<file path="src/rtl/program_loader.sv">
// Boot-time loader: takes a byte stream (16-bit word count, then MSB-first
// 32-bit words), writes it to memory from address 0 and releases the CPU when done.
module program_loader #(
    parameter int ADDR_WIDTH = 10,
    parameter int MEM_WORDS  = 1024
) (
    input  logic                  clk,
    input  logic                  reset,
    input  logic [7:0]            in_data,
    input  logic                  in_valid,
    output logic                  in_ready,
    input  logic                  restart,
    output logic                  mem_we,
    output logic [ADDR_WIDTH-1:0] mem_addr,
    output logic [31:0]           mem_wdata,
    output logic                  cpu_run,
    output logic                  load_err,
    output logic [15:0]           words_loaded
);

    typedef enum logic [2:0] {
        S_CNT_HI,
        S_CNT_LO,
        S_DATA,
        S_WRITE,
        S_DONE,
        S_ERR
    } state_t;

    localparam logic [16:0] LP_MEM_WORDS = 17'(MEM_WORDS);

    state_t                r_state;
    state_t                w_next;
    logic [15:0]           r_count;
    logic [31:0]           r_word;
    logic [1:0]            r_byte_idx;
    logic [ADDR_WIDTH-1:0] r_word_idx;
    logic [ADDR_WIDTH-1:0] r_mem_addr;
    logic [15:0]           r_words_loaded;

    logic                  w_xfer;
    logic [15:0]           w_count_full;
    logic                  w_last_word;
    logic                  w_restart_ok;

    assign w_xfer       = in_valid && in_ready;
    assign w_count_full = {r_count[15:8], in_data};
    assign w_last_word  = (r_words_loaded + 16'd1) == r_count;
    assign w_restart_ok = restart && (r_state == S_DONE || r_state == S_ERR);

    // Every output is a decode of registered state, so no input reaches an output combinationally.
    assign in_ready     = (r_state == S_CNT_HI) || (r_state == S_CNT_LO) || (r_state == S_DATA);
    assign mem_we       = (r_state == S_WRITE);
    assign cpu_run      = (r_state == S_DONE);
    assign load_err     = (r_state == S_ERR);
    assign mem_addr     = r_mem_addr;
    assign mem_wdata    = r_word;
    assign words_loaded = r_words_loaded;

    // NOTE: sequential state uses non-blocking assignments so every register samples pre-edge values.
    always_ff @(posedge clk or negedge reset) begin
        if (!reset) begin
            r_state <= S_CNT_HI;
        end else begin
            r_state <= w_next;
        end
    end

    // NOTE: w_next gets a default before the case so no path leaves it unassigned (no latch).
    always_comb begin
        w_next = r_state;
        case (r_state)
            S_CNT_HI: if (w_xfer) w_next = S_CNT_LO;
            S_CNT_LO: begin
                if (w_xfer) begin
                    if ({1'b0, w_count_full} > LP_MEM_WORDS) w_next = S_ERR;
                    else if (w_count_full == 16'd0)          w_next = S_DONE;
                    else                                     w_next = S_DATA;
                end
            end
            S_DATA:   if (w_xfer && r_byte_idx == 2'd3) w_next = S_WRITE;
            S_WRITE:  w_next = w_last_word ? S_DONE : S_DATA;
            S_DONE:   if (restart) w_next = S_CNT_HI;
            S_ERR:    if (restart) w_next = S_CNT_HI;
            default:  w_next = S_CNT_HI;
        endcase
    end

    always_ff @(posedge clk or negedge reset) begin
        if (!reset) begin
            r_count        <= '0;
            r_word         <= '0;
            r_byte_idx     <= '0;
            r_word_idx     <= '0;
            r_mem_addr     <= '0;
            r_words_loaded <= '0;
        end else begin
            if (w_xfer && r_state == S_CNT_HI) r_count[15:8] <= in_data;
            if (w_xfer && r_state == S_CNT_LO) r_count[7:0]  <= in_data;
            if (w_xfer && r_state == S_DATA) begin
                r_word     <= {r_word[23:0], in_data};
                r_byte_idx <= r_byte_idx + 2'd1;
                // Address is captured on entry to WRITE so it holds between writes.
                if (r_byte_idx == 2'd3) r_mem_addr <= r_word_idx;
            end
            if (r_state == S_WRITE) begin
                r_word_idx     <= r_word_idx + ADDR_WIDTH'(1);
                r_words_loaded <= r_words_loaded + 16'd1;
            end
            if (w_restart_ok) begin
                r_word_idx     <= '0;
                r_words_loaded <= '0;
                r_byte_idx     <= '0;
            end
        end
    end

endmodule

</file>
<file path="config.mk">
export PLATFORM = sky130hd
export DESIGN_NAME = program_loader
export DESIGN_NICKNAME = d
export VERILOG_FILES = /design/src/rtl/program_loader.sv
export SDC_FILE = /design/constraint.sdc
export NUM_CORES = 1
export LEC_CHECK = 0
export BUFFER_PORTS_ARGS = -buffer_cell sky130_fd_sc_hd__buf_2
export CAP_MARGIN = 20
export CELL_PAD_IN_SITES_DETAIL_PLACEMENT = 0
export CELL_PAD_IN_SITES_GLOBAL_PLACEMENT = 2
export CORE_MARGIN = 4
export CORE_UTILIZATION = 37
export CTS_CLUSTER_DIAMETER = 200
export DETAILED_ROUTE_END_ITERATION = 12
export GPL_ROUTABILITY_DRIVEN = 1
export GPL_TIMING_DRIVEN = 0
export HOLD_SLACK_MARGIN = 0.1
export PLACE_DENSITY_LB_ADDON = 0.1
export SYNTH_ARGS = -nofsm -noshare
export SYNTH_HDL_FRONTEND = slang
export SYNTH_SLANG_ARGS = --single-unit
</file>
<file path="constraint.sdc">
create_clock -name clk -period 2.48 [get_ports clk]
set_input_delay 0 -clock clk [delete_from_list [all_inputs] [get_ports clk]]
set_output_delay 0 -clock clk [all_outputs]
set_load 0.005 [all_outputs]
</file>
# Word-level counts from Yosys, hierarchy flattened

Index checks and enable logic that the tools add are counted.

Bits in registers: 89
Output and inout port bits: 62

$lt $le $gt $ge: 1
Add/subtract/negate cells: 3
Reductions and logical operators: 16
Mux-type cells: 14
Equality and inequality tests: 11

Operator list:

| operator                                                                           | number |
|---|---|
| 16-bit 2-to-1 mux                                                                  | 2 |
| 3-bit 2-to-1 mux                                                                   | 7 |
| 10-bit 2-to-1 mux                                                                  | 2 |
| 16-bit by 1-bit adder with 16-bit output (second input constant)                   | 1 |
| 16-bit equality test                                                               | 1 |
| 16-bit by 11-bit greater-than comparator with 1-bit output (second input constant) | 1 |
| 16-bit zero test                                                                   | 1 |
| 3-bit one-hot mux with 5 select lines                                              | 1 |
| 10-bit by 1-bit adder with 10-bit output (second input constant)                   | 1 |
| 3-bit by 2-bit equality test with 1-bit output (second input constant)             | 2 |
| 3-bit equality test (second input constant)                                        | 2 |
| 1-bit logical AND                                                                  | 6 |
| 2-bit 2-to-1 mux                                                                   | 2 |
| 2-bit by 1-bit inequality test with 1-bit output (second input constant)           | 2 |
| 2-bit inequality test (second input constant)                                      | 2 |
| 4-bit AND reduction                                                                | 1 |
| 2-bit nonzero test                                                                 | 2 |
| 3-bit by 1-bit equality test with 1-bit output (second input constant)             | 1 |
| 3-bit zero test                                                                    | 1 |
| 1-bit logical OR                                                                   | 3 |
| 2-bit by 1-bit adder with 2-bit output (second input constant)                     | 1 |
| 2-bit equality test (second input constant)                                        | 1 |
| 2-bit AND reduction                                                                | 1 |
| 2-bit OR reduction                                                                 | 1 |

# Depth between registers and ports, before layout

Depth in word-level cells: 7
Mapped depth: 7

# Worst setup path after synthesis

No wires, ideal clock.

Path kind: register to register
Start point: register r_words_loaded[0] (netlist: words_loaded[0])
End point: register r_state[1]
Path slack: 0.499 ns
Path buffers: 0
Library setup time: 0.124 ns
Data arrival time: 1.857 ns
Stages on the path, launching flop included: 8
Cells stage by stage: dfrtp_1 -> ha_1 -> nand2_1 -> nor3_1 -> mux2i_1 -> a21o_2 -> nand4_1 -> o31a_1

Longest elaborated chain between the ends: 4

Ends and longest elaborated chain:

| what                                     | RTL line | text |
|---|---|---|
| from (decl)                              | 39       | `logic [15:0] r_words_loaded;` |
| from (signal assigned)                   | 108      | `r_words_loaded <= r_words_loaded + 16'd1;` |
| 16-bit by 1-bit adder with 16-bit output | 48       | `assign w_last_word = (r_words_loaded + 16'd1) == r_count;` |
| 16-bit equality test                     | 48       |  |
| 3-bit 2-to-1 mux                         | 82       | `S_WRITE: w_next = w_last_word ? S_DONE : S_DATA;` |
| 3-bit one-hot mux with 5 select lines    | 72       | `case (r_state)` |
| to (signal assigned)                     | 65       | `r_state <= w_next;` |
| to (decl)                                | 32       | `state_t r_state;` |

No other way between the ends.
A chain may end at the register's enable or synchronous reset.

# Final worst setup path

Start point: register r_state[0]
End point: register r_word[29] (netlist: mem_wdata[29])

Longest elaborated chain between the ends: 5
Elaborated cells on any way between the ends: 7
Those cells by class: eq/ne (2); reduce/logical (5)

Ends and longest elaborated chain:

| what                                                                                     | RTL line | text |
|---|---|---|
| 3-bit by 1-bit equality test with 1-bit output / 3-bit zero test (equally long branches) | 52       | `assign in_ready = (r_state == S_CNT_HI) \|\| (r_state == S_CNT_LO) \|\| (r_state == S_DATA);` |
| 1-bit logical OR (2 in a row)                                                            | 52       |  |
| 1-bit logical AND                                                                        | 46       | `assign w_xfer = in_valid && in_ready;` |
| 1-bit logical AND *                                                                      | 100      | `if (w_xfer && r_state == S_DATA) begin` |
| to (signal assigned)                                                                     | 101      | `r_word <= {r_word[23:0], in_data};` |
| to (decl)                                                                                | 35       | `logic [31:0] r_word;` |

Every way passes the cells marked *; elsewhere a longest branch is shown, timed or not.

==> flow_summary_export.csv <==
group,metric,value,unit
status,outcome,"finished, final reports clean",
critical_path,worst-setup-path-type,"flop to flop",
floorplanning,core,0.0114,sq mm
timing,hold_viol,0,
detailed_routing,viasPerCell,5.09,
floorplanning,fp.dieH,116,um
clocking,clock_latency,0.34,ns
synth,synth-edff-count,0,
layout,final_area,0.00529,sq mm
synth,synthAdderAreaFrac,0.869,%
grt,met2_usage,24.8,%
detailed_routing,routedWlPerCell,16.9,um
clocking,numCtsBuffers,9,
synth,yosysUniqueCellTypes,50,
layout,fin_cells,614,
critical_path,path_cells,"buf_6, nor4b_4, clkbuf_1, mux2_2",
timing,finalSetupTns,0,ns
pwr,vdd_ir_drop_max,0.522,mV
synth,ys_seq_elements,89,
floorplanning,dieArea,0.0135,sq mm
pwr,power,4.18,mW
timing,period_needed,2.27,ns
detailed_routing,ant_nets,0,
synth,ys.warnings.count,0,
placed_design,dp_slack,0.0747,ns
timing,rsz0062_at_grt,"false",
synth,ys_seq_area_share,51.6,%
clocking,clkTransAtPathRegs,0.06,ns
floorplanning,io_pins,74,
critical_path,path_delay_family,"buffers and inverters",
grt,grt_pass1_vias,3123,
timing,fin_crit_sh,91.7,%
synth,netlist_area,0.00432,sq mm
critical_path,arrival,2.50,ns
grt,grt_max_degree,60,
synth,muxShareOfSynthArea,15.3,%
layout,fill_cells,1120,
placed_design,dp_hpwl,7570,um
clocking,cts_max_level,3,
timing,fmax,440,MHz
grt,grtUsageTotal,16.6,%
clocking,cts_sinks,89,
timing,tightest_slew,0.995,ns
synth,synthArstFlopShare,100,%
detailed_routing,vias,3125,
synth,synth_flop_cell,"dfrtp_1",
synth,synth_simple_gate_area_share,14.8,%
grt,grt-ovfl-total,0,
run,drv_cap,0,
critical_path,crit_fanout,10,
timing,slew_headroom,33.5,%
placed_design,placed_cells,588,
critical_path,critPathMaxStageDelay,0.61,ns
timing,setup_violations,0,
layout,nNetsFinal,481,
layout,final_layout_size_suffix_gt1_share,35.5,%
synth,syn_avg_cell_area,11.6,sq um
detailed_routing,routed_wl,10400,um
detailed_routing,dr.pass1.iters,5,
clocking,cts_root_buffer,"clkbuf_16",
layout,antenna-diode-count,0,
detailed_routing,drtIter0Drc,172,
clocking,post_cts_buffers,0,
floorplanning,rows,39,
detailed_routing,drc,0,
synth,syn-num-nets,386,
pwr,power.density,791,mW/mm^2
critical_path,setup.worst_path.end_class,"flop",
floorplanning,die_w,116,um
timing,layout_setup_ws,0.205,ns
synth,synth_compound_area_share,7.51,%
critical_path,worstPathRequired,2.70,ns
grt,grt_pass1_wl,17000,um
layout,synthToLayoutAreaGrowth,22.5,%
synth,synthXorXnorAreaFrac,6.69,%
synth,synthCells,371,
grt,antenna_found_initial,0,
grt,gr-max-usage-layer,"met2",
pwr,p_leak,2.60,nW
grt,grtUsageMet3,3.19,%
clocking,cts_tree,"yes",
critical_path,crit_buf_inv,2,
critical_path,start_kind,"flop",
floorplanning,start_util,37.8,%
grt,groute.layer.met1.usage,23.3,%
timing,slew_violations,0,
placed_design,gp_congestion,0.798,
timing,fin_skew,0.00524,ns
placed_design,port-buffer-count,73,
critical_path,worst_path_max_delay_cell,"clkbuf_1",
placed_design,place_area,0.00489,sq mm
clocking,cts_buffer_depth,2,
synth,synth_top_family_by_area,"multiplexers",
hold_path,hp-class,"primary input to asynchronous set/reset pin",
==> state kept, by name, summed over array words and instances (netlist names) <==
signal,count
r_count,16
r_byte_idx,2
mem_addr,10
words_loaded,16
r_word_idx,10
mem_wdata,32
r_state,3
==> synthesized netlist by cell type, types with 2 or more instances <==
| master | instances | area (sq um) |
|---|---|---|
| dfrtp_1 | 89 | 2230 |
| mux2_2 | 57 | 642 |
| nor2_1 | 36 | 135 |
| nand2_1 | 24 | 90.1 |
| o21ai_0 | 21 | 105 |
| xnor2_1 | 18 | 158 |
| xor2_1 | 15 | 131 |
| clkbuf_1 | 11 | 41.3 |
| a21oi_1 | 9 | 45.0 |
| nand3_1 | 7 | 35.0 |
| inv_1 | 6 | 22.5 |
| nand4_1 | 6 | 37.5 |
| o31ai_1 | 5 | 37.5 |
| a22o_1 | 4 | 35.0 |
| and3_1 | 4 | 25.0 |
| a31oi_1 | 3 | 18.8 |
| buf_4 | 3 | 22.5 |
| buf_6 | 3 | 33.8 |
| ha_1 | 3 | 37.5 |
| nor3_1 | 3 | 15.0 |
| nor3b_1 | 3 | 22.5 |
| nor4_1 | 3 | 18.8 |
| or4_1 | 3 | 22.5 |
| and3b_1 | 2 | 17.5 |
| mux2i_1 | 2 | 20.0 |
| nand3b_1 | 2 | 15.0 |
| nand4_4 | 2 | 42.5 |
| nor4_2 | 2 | 25.0 |
| o21bai_1 | 2 | 15.0 |
| o41ai_1 | 2 | 17.5 |
| or3_1 | 2 | 12.5 |
==> report_power, final <==
group	switching (mW)	total (mW)	internal (mW)
Clock	0.559	1.34	0.786
Sequential	0.210	1.86	1.65
Combinational	0.465	0.978	0.513
==> per-layer routing <==
| layer | wire [um] | part of all wire, % |
|---|---|---|
| met2 | 4840 | 47 |
| met3 | 386 | 3.7 |
| met1 | 4910 | 47 |
| met4 | 262 | 2.5 |
| met5 | 0 | 0 |
==> layout by cell type, fill, tap and decap left out, drive strengths merged, types with 4 or more instances in the layout <==
cell type     n
a21oi         9
dfrtp        89
o31ai         5
nor2         36
xnor2        18
dlygate4sd3  10
clkbuf       24
a22o          4
nand4         8
and3          4
nor4          6
buf          80
o21ai        21
mux2         57
inv           8
xor2         15
nand2        24
nand3         8
==> cell type report <==
cell class	instances	area, sq um	area share (%)
timing repair buffer	84	495	9.36
clock buffer	12	236	4.47
inverter	7	26.3	0.497
buffer	18	111	2.10
multi-input combinational	257	1960	37.1
clock inverter	4	52.6	0.993
tap	143	179	3.38
sequential	89	2230	42.1
==> cell families (layout without fill, tap and decap cells) <==
| family | Yosys count | after routing |
|---|---|---|
| compound gates | 52 | 52 |
| buf+inv | 25 | 125 |
| simple gates | 110 | 110 |
| flops | 89 | 89 |
| fa+ha+maj | 3 | 3 |
| mux | 59 | 59 |
| xor+xnor | 33 | 33 |
==> worst paths after layout <==
| path | start | end | slack [ns] | depth (start not counted) |
|---|---|---|---|---|
| max | r_state[0]$_DFFE_PN0P_ | mem_wdata[29]$_DFFE_PN0P_ | 0.21 | 4 |
| min | reset | words_loaded[10]$_DFFE_PN0P_ | 0.15 | 2 |
| max reg2reg | r_state[0]$_DFFE_PN0P_ | mem_wdata[29]$_DFFE_PN0P_ | 0.21 | 4 |
| min reg2reg | mem_wdata[28]$_DFFE_PN0P_ | mem_wdata[28]$_DFFE_PN0P_ | 0.50 | 1 |
| max in group asynchronous | reset | words_loaded[0]$_DFFE_PN0P_ | 1.69 | 3 |
| min in group clk | in_valid | r_state[1]$_DFFE_PN0P_ | 0.27 | 4 |
==> per-stage QoR <==
| step | hold slack, ns | util, % |
|---|---|---|
| finish | 0.149 | 46.3 |
| global route | 0.194 | 46.3 |
| CTS | 0.169 | 46.3 |
| detailed placement | -0.0236 | 42.8 |
| global placement | 0.286 | 42.6 |
| floorplan | -0.296 | - |
==> repair_timing <==
| action | in CTS | in global routing |
|---|---|---|
| hold endpoints to repair | 114 | 0 |
| gates resized for setup | 0 | 2 |
| endpoints found under the setup margin | 0 | 2 |
| hold buffers | 10 | 0 |
No activity file was read; power rests on OpenSTA's default activity.
